### src/rtl/fetch_pc_unit_if.sv
// Fetch-stage bus: control inputs, incrementer loop, instruction memory port and IF/ID outputs.
// The o_misaligned signal only exists when FETCH_ALIGN_CHECK_EN is defined.
interface fetch_pc_unit_if #(
  parameter int unsigned len = 32
);
  logic           i_enable;
  logic           i_stall;
  logic           i_branch_taken;
  logic [len-1:0] i_branch_target;
  logic           i_jump;
  logic [len-1:0] i_jump_target;
  logic [len-1:0] o_pc_adder;
  logic [len-1:0] i_pc_adder;
  logic [len-1:0] o_imem_addr;
  logic [len-1:0] i_imem_data;
  logic [len-1:0] o_instruction;
  logic [len-1:0] o_pc_plus4;
  logic           o_valid;
  logic           o_halted;
`ifdef FETCH_ALIGN_CHECK_EN
  logic           o_misaligned;
`endif

  // Fetch unit side
  modport master (
    input  i_enable,
    input  i_stall,
    input  i_branch_taken,
    input  i_branch_target,
    input  i_jump,
    input  i_jump_target,
    input  i_pc_adder,
    input  i_imem_data,
    output o_pc_adder,
    output o_imem_addr,
    output o_instruction,
    output o_pc_plus4,
    output o_valid,
`ifdef FETCH_ALIGN_CHECK_EN
    output o_misaligned,
`endif
    output o_halted
  );

  // Surrounding pipeline / memory side
  modport slave (
    output i_enable,
    output i_stall,
    output i_branch_taken,
    output i_branch_target,
    output i_jump,
    output i_jump_target,
    output i_pc_adder,
    output i_imem_data,
    input  o_pc_adder,
    input  o_imem_addr,
    input  o_instruction,
    input  o_pc_plus4,
    input  o_valid,
`ifdef FETCH_ALIGN_CHECK_EN
    input  o_misaligned,
`endif
    input  o_halted
  );
endinterface

### src/rtl/fetch_pc_unit.sv
// MIPS instruction-fetch stage: PC register, next-PC selection (sequential / branch / jump),
// IF/ID pipeline register, stall/freeze handling and HALT detection.
// Optional feature macro: FETCH_ALIGN_CHECK_EN (forces redirect targets word-aligned and
// raises a sticky o_misaligned flag).
module fetch_pc_unit #(
  parameter int unsigned    len       = 32,
  parameter logic [len-1:0] HALT_WORD = 32'hFFFF_FFFF
) (
  input logic             i_clk,
  input logic             i_reset,
  fetch_pc_unit_if.master bus
);

  typedef enum logic [0:0] {StRun, StHalted} state_e;

  state_e         state_q, state_d;
  logic [len-1:0] pc_q, pc_d;
  logic [len-1:0] instr_q, instr_d;
  logic [len-1:0] pc_plus4_q, pc_plus4_d;
  logic           valid_q, valid_d;
`ifdef FETCH_ALIGN_CHECK_EN
  logic           misaligned_q, misaligned_d;
`endif

  logic           redirect;
  logic [len-1:0] redirect_target;

  // Branch outranks jump when both resolve in the same cycle
  always_comb begin
    redirect        = bus.i_branch_taken | bus.i_jump;
    redirect_target = bus.i_branch_taken ? bus.i_branch_target : bus.i_jump_target;
  end

  // Next-state: enable freeze > redirect > stall > sequential/halted behaviour
  always_comb begin
    state_d    = state_q;
    pc_d       = pc_q;
    instr_d    = instr_q;
    pc_plus4_d = pc_plus4_q;
    valid_d    = valid_q;
`ifdef FETCH_ALIGN_CHECK_EN
    misaligned_d = misaligned_q;
`endif

    if (bus.i_enable) begin
      if (redirect) begin
        // Redirect also cancels a wrong-path HALT
`ifdef FETCH_ALIGN_CHECK_EN
        pc_d         = {redirect_target[len-1:2], 2'b00};
        misaligned_d = misaligned_q | (redirect_target[1:0] != 2'b00);
`else
        pc_d         = redirect_target;
`endif
        instr_d      = '0;
        valid_d      = 1'b0;
        state_d      = StRun;
      end else if (bus.i_stall) begin
        // hold PC and IF/ID
      end else begin
        unique case (state_q)
          StRun: begin
            instr_d    = bus.i_imem_data;
            pc_plus4_d = bus.i_pc_adder;
            valid_d    = 1'b1;
            if (bus.i_imem_data == HALT_WORD) begin
              // HALT enters IF/ID but the PC stays on it
              state_d = StHalted;
            end else begin
              pc_d = bus.i_pc_adder;
            end
          end
          StHalted: begin
            instr_d = '0;
            valid_d = 1'b0;
          end
          default: state_d = StRun;
        endcase
      end
    end
  end

  // State and IF/ID register with synchronous reset
  always_ff @(posedge i_clk) begin
    if (i_reset) begin
      state_q    <= StRun;
      pc_q       <= '0;
      instr_q    <= '0;
      pc_plus4_q <= '0;
      valid_q    <= 1'b0;
`ifdef FETCH_ALIGN_CHECK_EN
      misaligned_q <= 1'b0;
`endif
    end else begin
      state_q    <= state_d;
      pc_q       <= pc_d;
      instr_q    <= instr_d;
      pc_plus4_q <= pc_plus4_d;
      valid_q    <= valid_d;
`ifdef FETCH_ALIGN_CHECK_EN
      misaligned_q <= misaligned_d;
`endif
    end
  end

  // Outputs are direct register copies
  always_comb begin
    bus.o_pc_adder    = pc_q;
    bus.o_imem_addr   = pc_q;
    bus.o_instruction = instr_q;
    bus.o_pc_plus4    = pc_plus4_q;
    bus.o_valid       = valid_q;
    bus.o_halted      = (state_q == StHalted);
`ifdef FETCH_ALIGN_CHECK_EN
    bus.o_misaligned  = misaligned_q;
`endif
  end

endmodule

### src/flat_wrapper.sv
// flat-port wrapper written by rule: the top's interface ports become plain ports
module fetch_pc_unit_flat 
#(
  parameter int unsigned    len       = 32,
  parameter logic [len-1:0] HALT_WORD = 32'hFFFF_FFFF
)
  (i_clk, i_reset, bus_i_enable, bus_i_stall, bus_i_branch_taken, bus_i_branch_target, bus_i_jump, bus_i_jump_target, bus_i_pc_adder, bus_i_imem_data, bus_o_pc_adder, bus_o_imem_addr, bus_o_instruction, bus_o_pc_plus4, bus_o_valid, bus_o_halted);
  fetch_pc_unit_if #(.len(len)) bus_i ();
  input logic i_clk;
  input logic i_reset;
  input wire logic [$bits(bus_i.i_enable)-1:0] bus_i_enable;
  input wire logic [$bits(bus_i.i_stall)-1:0] bus_i_stall;
  input wire logic [$bits(bus_i.i_branch_taken)-1:0] bus_i_branch_taken;
  input wire logic [$bits(bus_i.i_branch_target)-1:0] bus_i_branch_target;
  input wire logic [$bits(bus_i.i_jump)-1:0] bus_i_jump;
  input wire logic [$bits(bus_i.i_jump_target)-1:0] bus_i_jump_target;
  input wire logic [$bits(bus_i.i_pc_adder)-1:0] bus_i_pc_adder;
  input wire logic [$bits(bus_i.i_imem_data)-1:0] bus_i_imem_data;
  output wire logic [$bits(bus_i.o_pc_adder)-1:0] bus_o_pc_adder;
  output wire logic [$bits(bus_i.o_imem_addr)-1:0] bus_o_imem_addr;
  output wire logic [$bits(bus_i.o_instruction)-1:0] bus_o_instruction;
  output wire logic [$bits(bus_i.o_pc_plus4)-1:0] bus_o_pc_plus4;
  output wire logic [$bits(bus_i.o_valid)-1:0] bus_o_valid;
  output wire logic [$bits(bus_i.o_halted)-1:0] bus_o_halted;
  assign bus_i.i_enable = bus_i_enable;
  assign bus_i.i_stall = bus_i_stall;
  assign bus_i.i_branch_taken = bus_i_branch_taken;
  assign bus_i.i_branch_target = bus_i_branch_target;
  assign bus_i.i_jump = bus_i_jump;
  assign bus_i.i_jump_target = bus_i_jump_target;
  assign bus_i.i_pc_adder = bus_i_pc_adder;
  assign bus_i.i_imem_data = bus_i_imem_data;
  assign bus_o_pc_adder = bus_i.o_pc_adder;
  assign bus_o_imem_addr = bus_i.o_imem_addr;
  assign bus_o_instruction = bus_i.o_instruction;
  assign bus_o_pc_plus4 = bus_i.o_pc_plus4;
  assign bus_o_valid = bus_i.o_valid;
  assign bus_o_halted = bus_i.o_halted;
  fetch_pc_unit #(.len(len), .HALT_WORD(HALT_WORD)) u_core (.i_clk(i_clk), .i_reset(i_reset), .bus(bus_i));
endmodule
### config.mk
export PLATFORM = sky130hd
export DESIGN_NAME = fetch_pc_unit_flat
export DESIGN_NICKNAME = d
export VERILOG_FILES = /design/src/rtl/fetch_pc_unit_if.sv /design/src/rtl/fetch_pc_unit.sv /design/src/flat_wrapper.sv
export SDC_FILE = /design/constraint.sdc
export NUM_CORES = 1
export LEC_CHECK = 0
export BUFFER_PORTS_ARGS = -buffer_cell sky130_fd_sc_hd__buf_2
export CAP_MARGIN = 5
export CORE_UTILIZATION = 40
export CTS_CLUSTER_DIAMETER = 30
export DETAILED_ROUTE_END_ITERATION = 10
export PLACE_DENSITY = 0.76
export SLEW_MARGIN = 20
export SYNTH_ARGS = -nofsm -noshare
export SYNTH_HDL_FRONTEND = slang
export SYNTH_SLANG_ARGS = --single-unit
### constraint.sdc
create_clock -name i_clk -period 3 [get_ports i_clk]
set_clock_uncertainty 0.15 [all_clocks]
set_input_delay 0.3 -clock i_clk [delete_from_list [all_inputs] [get_ports i_clk]]
set_output_delay 0.3 -clock i_clk [all_outputs]
set_load 0.01 [all_outputs]
# == Yosys cells after proc, flatten, opt, wreduce, memory -nomap -nowiden ==
# Cells that the tools add are included.
# totals
reg_bits,98
out_inout_bits,130
inputBits,134
# op_classes
n_bitwise,4
eq_ne,4
n_reduce_logical,3
n_mux,15
# ops
operator,n
two-way mux 32 bit,7
one-hot mux 32 bit (2 select lines),1
"== test 32 bit, second input constant",1
AND reduction 4 bit,2
two-way mux 1 bit,6
"inequality test 2 x 1 -> 1 bit, second input constant",2
NOT 1 bit,3
"inequality test 2 bit, second input constant",1
one-hot mux 1 bit (2 select lines),1
AND reduction 2 bit,1
OR 1 bit,1

# == Logic depth before layout (Yosys ltp) ==
# Gate-level depths: netlist (run 1).
# depth
word_depth,5
mapped_depth,7
mapped_depth_nobuf,5

# == Worst setup path after synthesis (run 1) ==
# No wires, ideal clock.
# synth_path
path_kind,input to register
from,input port bus_i_imem_data[14]
to,"register u_core.pc_q[0], in the netlist u_core.bus.o_imem_addr[0]"
arrival_time_ns,1.320
n_path_buf,1
t_required_ns,2.732
cell_stages,6
slack_ns,1.412
cell_sequence,nand4_1 > nor4_4 > a211oi_2 > a21oi_4 > buf_4 > o2bb2ai_1
# synth_between
elab_chain_cells,3
# synth_rtl
element,line_no,rtl
"start, declared",flat_wrapper.sv:18,input wire logic [$bits(bus_i.i_imem_data)-1:0] bus_i_imem_data;
== test 32 bit,fetch_pc_unit.sv:65,if (bus.i_imem_data == HALT_WORD) begin
inequality test 2 x 1 -> 1 bit (no source line),-,
AND reduction 4 bit (no source line),-,
"end signal, assigned",fetch_pc_unit.sv:95,pc_q <= pc_d;
"end, declared",fetch_pc_unit.sv:17,"logic [len-1:0] pc_q, pc_d;"
# No other way between the ends.
# A chain may end at the register's enable or synchronous reset.

# == Final worst setup path (run 1) ==
# layout_path
from,"register u_core.state_q, in the netlist u_core.bus.o_halted"
to,"register u_core.instr_q[15], in the netlist u_core.bus.o_instruction[15]"
# layout_between
elab_chain_cells,4
# layout_rtl
element,line_no,rtl
"start, declared",fetch_pc_unit.sv:16,"state_e state_q, state_d;"
"start signal, assigned",fetch_pc_unit.sv:85,state_q <= StRun;
"start signal, assigned",fetch_pc_unit.sv:94,state_q <= state_d;
NOT 1 bit,fetch_pc_unit.sv:60,unique case (state_q)
one-hot mux 32 bit (2 select lines) (*),fetch_pc_unit.sv:60,
two-way mux 32 bit (*),fetch_pc_unit.sv:57,end else if (bus.i_stall) begin
two-way mux 32 bit (*),fetch_pc_unit.sv:46,if (redirect) begin
"end signal, assigned",fetch_pc_unit.sv:96,instr_q <= instr_d;
"end, declared",fetch_pc_unit.sv:18,"logic [len-1:0] instr_q, instr_d;"
# Mark *: on every way between the ends. The rest lies on a longest branch, timed or not. The select of a mux whose other input is x is not followed.

==> results.sh, run 1 <==
export IMPL_final_layout_size_suffix_gt1_frac=0.419
export IMPL_grt_pass1_wl_mm=19.3
export IMPL_nets=829
export IMPL_cts_tree="yes"
export IMPL_end_kind="register"
export IMPL_final_common_cell="buf_2"
export IMPL_relSlewSlack=0.456
export IMPL_finish_utilization=0.545
export IMPL_fill_cells=989
export IMPL_via_per_inst=5.01
export IMPL_min_from="bus_i_pc_adder[5]"
export IMPL_grt_pass1_vias=3958
export IMPL_synth_top_area_frac=0.463
export IMPL_startpoint_type="register"
export IMPL_cts_setup_buffers=0
export IMPL_die_x_um=105
export IMPL_crit_type="reg2reg"
export IMPL_cts_root_buf="clkbuf_8"
export IMPL_cts_clk_slew_worst_paths_ns=0.10
export IMPL_synthesis_nets=616
export IMPL_cts_resized_gates=0
export IMPL_cp_startpoint="u_core.bus.o_halted$_SDFFE_PP0P_"
export IMPL_wl_mm=12.4
export IMPL_portBuffers=263
export IMPL_grt_start_max_net_pins=67
export IMPL_slowest_delay_ns=0.49
export IMPL_ant_nets=0
export IMPL_synthDistinctLibCells=22
export IMPL_diodes=0
export IMPL_cts_buffers=9
export IMPL_core_sq_um=10300
export IMPL_worstMarginPinSlew_ns=0.814
export IMPL_cpMaxStageDelayCell="and2_2"
export IMPL_cp_max_fo=24
export IMPL_drc=0
export IMPL_fin_area_sq_um=5600
export IMPL_fin_cells=835
export IMPL_dp_cells=820
export IMPL_final_min_clock_period_ns=1.98
export IMPL_grt_overflow=0
export IMPL_ios=264
export IMPL_cts_buffer_depth=2
export IMPL_ys_top_cells_by_area="dfxtp_1 46%, a21oi_1 7.7%, mux2i_1 7.6%"
export IMPL_cts_max_level=3
export IMPL_synth_avg_cell_area_sq_um=8.79
export IMPL_arrival_ns=2.11
export IMPL_clock_sinks=98
export IMPL_hold_depth=3
export IMPL_vias=4180
export IMPL_clock_latency_ns=0.34
export IMPL_status="finished clean"
export IMPL_finalSetupViolCount=0
export IMPL_syn_inst=482
export IMPL_finalHoldViolCount=0
export IMPL_areaGrowthSynthToFinish_pct=32.2
export IMPL_fin_crit_sh=0.661
export IMPL_fp_dieH_um=105
export IMPL_dp_hpwl_mm=9.22
export IMPL_rr_worst_depth=5
export IMPL_grt_usage=0.219
export IMPL_initial_core_util=0.412
export IMPL_max_freq_mhz=504
export IMPL_placed_cell_area_sq_um=5370
export IMPL_p_total_mw=2.83
export IMPL_cellLeakagePower_nw=2.73
export IMPL_rows=37
export IMPL_wire_per_inst_um=14.9
export IMPL_drt_initial_drc_count=233
export IMPL_antenna_found_initial=0
export IMPL_fin_setup_tns_ns=0
export IMPL_slew_violations=0
export IMPL_gp_congestion=0.822
export IMPL_dr_pass1_iters=5
export IMPL_worstReg2RegStart="u_core.bus.o_halted$_SDFFE_PP0P_"
export IMPL_ys_ff_latch=98
export IMPL_synth_largest_area_cell="dfxtp_1"
export IMPL_hold_path_class="in2reg"
export IMPL_layout_common_cells="263 x buf_2, 98 x dfxtp_1, 67 x nand2_1, 67 x nor2_1, 65 x a21oi_1"
export IMPL_cts_hold_buf=0
export IMPL_worst_ir_drop_vdd_mv=0.258
export IMPL_die_area_sq_um=11000
export IMPL_cp_required_ns=3.13
export IMPL_rsz0062_at_grt="false"
export IMPL_synth_warnings=0
export IMPL_syn_cell_area_sq_um=4240
export IMPL_power_density_nw_per_um2=506
export IMPL_ys_seq_area_frac=0.463
export IMPL_max_cap_viol_count=0
export IMPL_path_cells="nor4_1 > and2_2 > buf_4 > a22oi_1 > nor2_1"
==> where the power goes <==
group	switching [mW]	leakage, nW	internal [mW]
clock	0.437	0.116	0.550
combinational	0.253	1.82	0.197
sequential	0.0407	0.799	1.36
total	0.731	2.73	2.10
==> worst paths after layout <==
| kind | end | slack [ns] |
|---|---|---|
| setup / recovery | u_core.bus.o_instruction[15]$_SDFFE_PP0P_ | 1.02 |
| hold / removal | u_core.bus.o_pc_plus4[5]$_SDFFE_PP0P_ | 0.04 |
| setup reg to reg | u_core.bus.o_instruction[15]$_SDFFE_PP0P_ | 1.02 |
| hold reg to reg | u_core.bus.o_pc_plus4[15]$_SDFFE_PP0P_ | 0.30 |
==> sequential cells by signal, summed over array words and instances, names as in the netlist <==
register,count
u_core.bus.o_pc_plus4,32
u_core.bus.o_instruction,32
u_core.bus.o_valid,1
u_core.bus.o_imem_addr,32
u_core.bus.o_halted,1
==> final cells by class <==
type	count	area, sq um	share of cell area
Sequential cell	98	1960	0.350
Clock inverter	5	104	0.0185
Clock buffer	10	128	0.0228
Timing Repair Buffer	271	1380	0.246
Inverter	2	7.51	0.00134
Multi-Input combinational cell	313	1850	0.331
Tap cell	136	170	0.0304
==> metal layers <==
layer | part of all wire | wire length (um) | GRT usage | vias up
li1 | - | - | - | 2071
met1 | 0.40 | 4920 | 0.249 | 1884
met2 | 0.52 | 6490 | 0.408 | 212
met3 | 0.069 | 860 | 0.0474 | 13
met4 | 0.013 | 164 | 0.0664 | 0
met5 | 0 | 0 | 0 | -
==> synthesized netlist by cell type (all sizes together) <==
master,n
a22oi,32
buf,49
and2,1
mux2i,32
o2bb2ai,32
o31ai,1
nor2,68
clkbuf,20
dfxtp,98
o21ai,1
a211oi,1
inv,2
nor4,3
o21ba,1
nand2,67
a21oi,66
nand4,8
==> critical path, delay by kind of cell (launching register included) <==
family,cells,cell delay (ns)
compound gates,1,0.13
buf+inv,1,0.34
flops,1,0.37
simple gates,3,0.94
==> metrics by stage <==
step	setup slack, ns	hold slack [ns]
final	1.02	0.0401
after global routing	0.862	0.0177
after CTS	0.987	0.0119
after detailed placement	0.729	0.294
after global placement	0.817	0.290
after floorplan	1.41	0.286
==> cell families after synthesis <==
group                  Yosys count  synth area share
multiplexers                    32            0.0756
AND/OR/NAND/NOR                147             0.146
flip-flops                      98             0.463
AO/OA/AOI/OAI                  134             0.215
buffers and inverters           71             0.100
Note: power is estimated with default switching activity, not from simulation.
==> run 2, diff against run 1 <==
--- a/config.mk
+++ b/config.mk
@@ -7,10 +7,10 @@
 export LEC_CHECK = 0
 export BUFFER_PORTS_ARGS = -buffer_cell sky130_fd_sc_hd__buf_2
 export CAP_MARGIN = 5
-export CORE_UTILIZATION = 40
+export CORE_UTILIZATION = 39
 export CTS_CLUSTER_DIAMETER = 30
 export DETAILED_ROUTE_END_ITERATION = 10
-export PLACE_DENSITY = 0.76
+export PLACE_DENSITY = 0.77
 export SLEW_MARGIN = 20
 export SYNTH_ARGS = -nofsm -noshare
 export SYNTH_HDL_FRONTEND = slang
==> constraint.sdc (replaced) <==
create_clock -name i_clk -period 1.8 [get_ports i_clk]
set_clock_uncertainty 0.15 [all_clocks]
set_input_delay 0.18 -clock i_clk [delete_from_list [all_inputs] [get_ports i_clk]]
set_output_delay 0.18 -clock i_clk [all_outputs]
set_load 0.01 [all_outputs]
==> run 2 against run 1 <==
  * Final area is 21% higher
  * Sequential power is 66% higher
  * Sequential cell count stayed put
  * Total power is 78% higher
  * Utilization is 11 points higher
  * Critical endpoint is now u_core.bus.o_instruction[21]$_SDFFE_PP0P_
==> results.sh, run 2 (synthesis gave the netlist of run 1 again) <==
export IMPL_die_area_sq_um=11300
export IMPL_rsz0062_at_grt="false"
export IMPL_status="finished clean"
export IMPL_crit_type="reg2reg"
export IMPL_initial_core_util=0.407
export IMPL_rows=37
export IMPL_vias=4916
export IMPL_ios=264
export IMPL_final_min_clock_period_ns=1.69
export IMPL_cpMaxStageDelayCell="dfxtp_1"
export IMPL_via_per_inst=5.26
export IMPL_fp_dieH_um=106
export IMPL_grt_overflow=0
export IMPL_startpoint_type="register"
export IMPL_dr_pass1_iters=6
export IMPL_cts_clk_slew_worst_paths_ns=0.10
export IMPL_fin_crit_sh=0.938
export IMPL_p_total_mw=5.05
export IMPL_worst_ir_drop_vdd_mv=0.469
export IMPL_core_sq_um=10400
export IMPL_portBuffers=263
export IMPL_cp_required_ns=1.95
export IMPL_final_layout_size_suffix_gt1_frac=0.372
export IMPL_fin_area_sq_um=6770
export IMPL_arrival_ns=1.84
export IMPL_fin_setup_tns_ns=0
export IMPL_grt_usage=0.268
export IMPL_wire_per_inst_um=17.0
export IMPL_cts_root_buf="clkbuf_8"
export IMPL_areaGrowthSynthToFinish_pct=59.8
export IMPL_slew_violations=0
export IMPL_max_freq_mhz=592
export IMPL_relSlewSlack=0.694
export IMPL_nets=928
export IMPL_cts_buffer_depth=2
export IMPL_path_cells="nor4_1 > and2_2 > buf_12 > a22oi_1 > nor2_1"
export IMPL_crit_buf_inv=1
export IMPL_cp_max_fo=37
export IMPL_grt_pass1_wl_mm=23.5
export IMPL_clock_latency_ns=0.36
export IMPL_cts_buffers=9
export IMPL_hold_path_class="in2reg"
export IMPL_fill_cells=793
export IMPL_drt_initial_drc_count=346
export IMPL_diodes=0
export IMPL_grt_start_max_net_pins=45
export IMPL_gp_congestion=0.851
export IMPL_worstMarginPinSlew_ns=0.459
export IMPL_fin_hold_ws_ns=0.0545
export IMPL_crit_family="simple AND/OR/NAND/NOR gates"
export IMPL_finalSetupViolCount=0
export IMPL_final_common_cell="buf_2"
export IMPL_finish_utilization=0.650
export IMPL_max_cap_viol_count=0
export IMPL_drc=0
export IMPL_layout_common_cells="256 x buf_2, 98 x dfxtp_1, 89 x dlygate4sd3_1"
export IMPL_clock_sinks=98
export IMPL_cts_tree="yes"
export IMPL_end_kind="register"
export IMPL_placed_cell_area_sq_um=5510
export IMPL_antenna_found_initial=0
export IMPL_finalHoldViolCount=0
export IMPL_cellLeakagePower_nw=3.27
export IMPL_grt_pass1_vias=4812
export IMPL_power_density_nw_per_um2=746
export IMPL_wl_mm=15.9
export IMPL_slowest_delay_ns=0.37
export IMPL_cts_max_level=3
export IMPL_dp_hpwl_mm=9.79
export IMPL_die_x_um=106
export IMPL_ant_nets=0
## run 2: changes by cell type in the layout (fill, tap and decap cells not counted), sizes merged
cell	change
buf	+1
clkinv	-1
dlymetal6s4s	+7
dlygate4sd3	+89
clkinvlp	+1
clkbuf	+2
## run 2: per-layer routing
metal / vias to the layer above / routed length (um) / GRT usage
met5: - / 0 / 0
met4: 0 / 413 / 0.121
met3: 41 / 1180 / 0.0576
met2: 282 / 8400 / 0.509
met1: 2327 / 5910 / 0.279
li1: 2266 / - / -
## run 2: metrics by stage
step	cells	setup WS [ns]
floorplan	482	0.264
global placement	827	0.0453
detailed placement	827	0.0115
CTS	938	0.00101
global route	934	0.0266
finish	934	0.111
## run 2: path summary, 6_finish.rpt
path	start	endpoint	slack [ns]	depth (start not counted)
max	u_core.bus.o_halted$_SDFFE_PP0P_	u_core.bus.o_instruction[21]$_SDFFE_PP0P_	0.11	5
max reg2reg	u_core.bus.o_halted$_SDFFE_PP0P_	u_core.bus.o_instruction[21]$_SDFFE_PP0P_	0.11	5
min	bus_i_imem_data[9]	u_core.bus.o_instruction[9]$_SDFFE_PP0P_	0.05	3
min reg2reg	u_core.bus.o_pc_plus4[0]$_SDFFE_PP0P_	u_core.bus.o_pc_plus4[0]$_SDFFE_PP0P_	0.31	2
## run 2: final cells by class
class                           instances  area [sq um]  share of cell area
Tap cell                              136           170              0.0251
Clock inverter                          5           103              0.0152
Clock buffer                           10           138              0.0203
Sequential cell                        98          1960               0.290
Multi-Input combinational cell        313          1860               0.275
Timing Repair Buffer                  370          2530               0.374
Inverter                                2          7.51             0.00111
## run 2: where the power goes
group | switching (mW) | internal (mW) | total, mW
registers | 0.0700 | 2.26 | 2.33
clock network | 0.757 | 0.952 | 1.71
logic | 0.494 | 0.519 | 1.01
total | 1.32 | 3.73 | 5.05
## run 2: worst reg2reg max path: stages, from the launching register on
cell and delay [ns]:
dfxtp_1 0.37, nor4_1 0.35, and2_2 0.26, buf_12 0.22, a22oi_1 0.15, nor2_1 0.12
## run 2: repair_timing
action	in CTS	in global routing
setup buffers	0	1
endpoints found under the setup margin	0	32
resized for setup	0	8
hold buffers	96	0
endpoints found under the hold margin	96	0
==> run 3, diff against run 2 <==
--- a/config.mk
+++ b/config.mk
@@ -5,12 +5,14 @@
 export SDC_FILE = /design/constraint.sdc
 export NUM_CORES = 1
 export LEC_CHECK = 0
+export ABC_CLOCK_PERIOD_IN_PS = 1800
 export BUFFER_PORTS_ARGS = -buffer_cell sky130_fd_sc_hd__buf_2
 export CAP_MARGIN = 5
 export CORE_UTILIZATION = 39
 export CTS_CLUSTER_DIAMETER = 30
 export DETAILED_ROUTE_END_ITERATION = 10
 export PLACE_DENSITY = 0.77
+export REMOVE_ABC_BUFFERS = 1
 export SLEW_MARGIN = 20
 export SYNTH_ARGS = -nofsm -noshare
 export SYNTH_HDL_FRONTEND = slang
==> run 3 against run 2 <==
  * Final area down 0.20%
  * Highest routed layer unchanged
  * Sequential cell count unchanged
  * Clock power down 4%
  * Cell count up 0.43%
  * Critical path depth unchanged
  * Critical endpoint is now u_core.bus.o_instruction[24]$_SDFFE_PP0P_
  * Wire length down 2.4%
  * Maximum frequency down 0.47%
==> results.sh, run 3 (synthesis gave the netlist of run 1 again) <==
export IMPL_hold_depth=3
export IMPL_final_common_cell="buf_2"
export IMPL_relSlewSlack=0.730
export IMPL_cp_max_fo=48
export IMPL_dp_hpwl_mm=9.45
export IMPL_grt_pass1_wl_mm=23.3
export IMPL_cts_buffer_depth=2
export IMPL_gp_congestion=0.795
export IMPL_cp_depth=5
export IMPL_die_x_um=106
export IMPL_die_area_sq_um=11300
export IMPL_fill_cells=811
export IMPL_fin_cells=938
export IMPL_cts_clk_slew_worst_paths_ns=0.09
export IMPL_crit_family="simple AND/OR/NAND/NOR gates"
export IMPL_fp_dieH_um=106
export IMPL_wl_mm=15.5
export IMPL_diodes=0
export IMPL_slew_violations=0
export IMPL_cp_required_ns=1.92
export IMPL_cts_buffers=9
export IMPL_wire_per_inst_um=16.6
export IMPL_cts_max_level=3
export IMPL_clock_sinks=98
export IMPL_finalHoldViolCount=0
export IMPL_dr_pass1_iters=7
export IMPL_grt_usage=0.263
export IMPL_status="finished clean"
export IMPL_drt_initial_drc_count=313
export IMPL_cts_root_buf="clkbuf_8"
export IMPL_dp_cells=824
export IMPL_grt_pass1_vias=4895
export IMPL_core_sq_um=10400
export IMPL_cpMaxStageDelayCell="dfxtp_1"
export IMPL_worstMarginPinSlew_ns=0.404
export IMPL_clock_latency_ns=0.34
export IMPL_grt_start_max_net_pins=65
export IMPL_hold_path_class="in2reg"
export IMPL_fin_crit_sh=0.943
export IMPL_rows=37
export IMPL_via_per_inst=5.21
export IMPL_ios=264
export IMPL_grt_overflow=0
export IMPL_worst_ir_drop_vdd_mv=0.450
export IMPL_areaGrowthSynthToFinish_pct=59.5
export IMPL_rsz0062_at_grt="false"
export IMPL_crit_buf_inv=1
export IMPL_portBuffers=263
export IMPL_max_freq_mhz=589
export IMPL_rr_worst_depth=5
export IMPL_initial_core_util=0.407
export IMPL_finish_utilization=0.649
export IMPL_cts_tree="yes"
export IMPL_finalSetupViolCount=0
export IMPL_crit_type="reg2reg"
export IMPL_startpoint_type="register"
export IMPL_drc=0
export IMPL_path_cells="nor4_2 > and2_2 > buf_12 > a22oi_1 > nor2_1"
export IMPL_slowest_delay_ns=0.37
export IMPL_max_cap_viol_count=0
export IMPL_fin_hold_ws_ns=0.0319
export IMPL_arrival_ns=1.82
export IMPL_power_density_nw_per_um2=739
export IMPL_layout_common_cells="259 x buf_2, 98 x dfxtp_1, 92 x dlygate4sd3_1"
export IMPL_ant_nets=0
export IMPL_antenna_found_initial=0
export IMPL_end_kind="register"
export IMPL_final_layout_size_suffix_gt1_frac=0.374
export IMPL_nets=931
export IMPL_cellLeakagePower_nw=3.24
export IMPL_final_min_clock_period_ns=1.70
export IMPL_vias=4883
-- run 3: changes by cell type in the layout (fill, tap and decap cells not counted), sizes merged --
cell and change:
buf +3, dlygate4sd3 +3, clkbuf +1, dlymetal6s4s -3
-- run 3: metrics by stage --
stage | area (sq um) | total power [mW] | TNS, ns | setup WS, ns
2_1_floorplan | 3820 | 2.67 | -45.93 | -0.606
3_3_place_gp | 5460 | 3.14 | 0 | 0.0769
3_5_place_dp | 5460 | 3.16 | 0 | 0.00685
4_1_cts | 6650 | 4.96 | 0 | 0.0182
5_1_grt | 6760 | 5.19 | 0 | 0.0360
6_report | 6760 | 4.99 | 0 | 0.103
-- run 3: final cells by class --
cell class	count	area (sq um)	area share
Timing Repair Buffer	373	2520	0.372
Sequential cell	98	1960	0.290
Multi-Input combinational cell	313	1870	0.276
Tap cell	136	170	0.0252
Clock buffer	11	131	0.0194
Clock inverter	5	103	0.0152
Inverter	2	7.51	0.00111
-- run 3: path summary, 6_finish.rpt --
kind                                                        startpoint                                        end  slack (ns)
worst max-delay path                  u_core.bus.o_halted$_SDFFE_PP0P_  u_core.bus.o_instruction[24]$_SDFFE_PP0P_        0.10
worst min register to register  u_core.bus.o_pc_plus4[18]$_SDFFE_PP0P_     u_core.bus.o_pc_plus4[18]$_SDFFE_PP0P_        0.30
worst min-delay path                           bus_i_branch_target[18]    u_core.bus.o_imem_addr[18]$_SDFFE_PP0P_        0.03
worst max register to register        u_core.bus.o_halted$_SDFFE_PP0P_  u_core.bus.o_instruction[24]$_SDFFE_PP0P_        0.10
-- run 3: metal layers --
layer  share of wire  vias up  GRT usage
met3           0.061       57     0.0429
li1                -     2280          -
met4           0.041        0      0.147
met2            0.52      254      0.495
met1            0.38     2292      0.274
met5               0        -          0
-- run 3: repair_timing --
item / 4_1_cts / 5_1_grt
endpoints found under the hold margin: 94 / 1
setup endpoints to repair: 0 / 32
hold buffers: 95 / 1
buffers inserted: 0 / 3
resized for setup: 0 / 6
-- run 3: worst min-delay path: stages --
cell and delay [ns]:
buf_2 0.09, a21oi_1 0.08, o2bb2ai_1 0.15
-- run 3: where the power goes --
| part | internal (mW) | switching [mW] |
|---|---|---|
| clock network | 0.923 | 0.732 |
| registers | 2.26 | 0.0712 |
| logic | 0.513 | 0.492 |
| total | 3.70 | 1.29 |
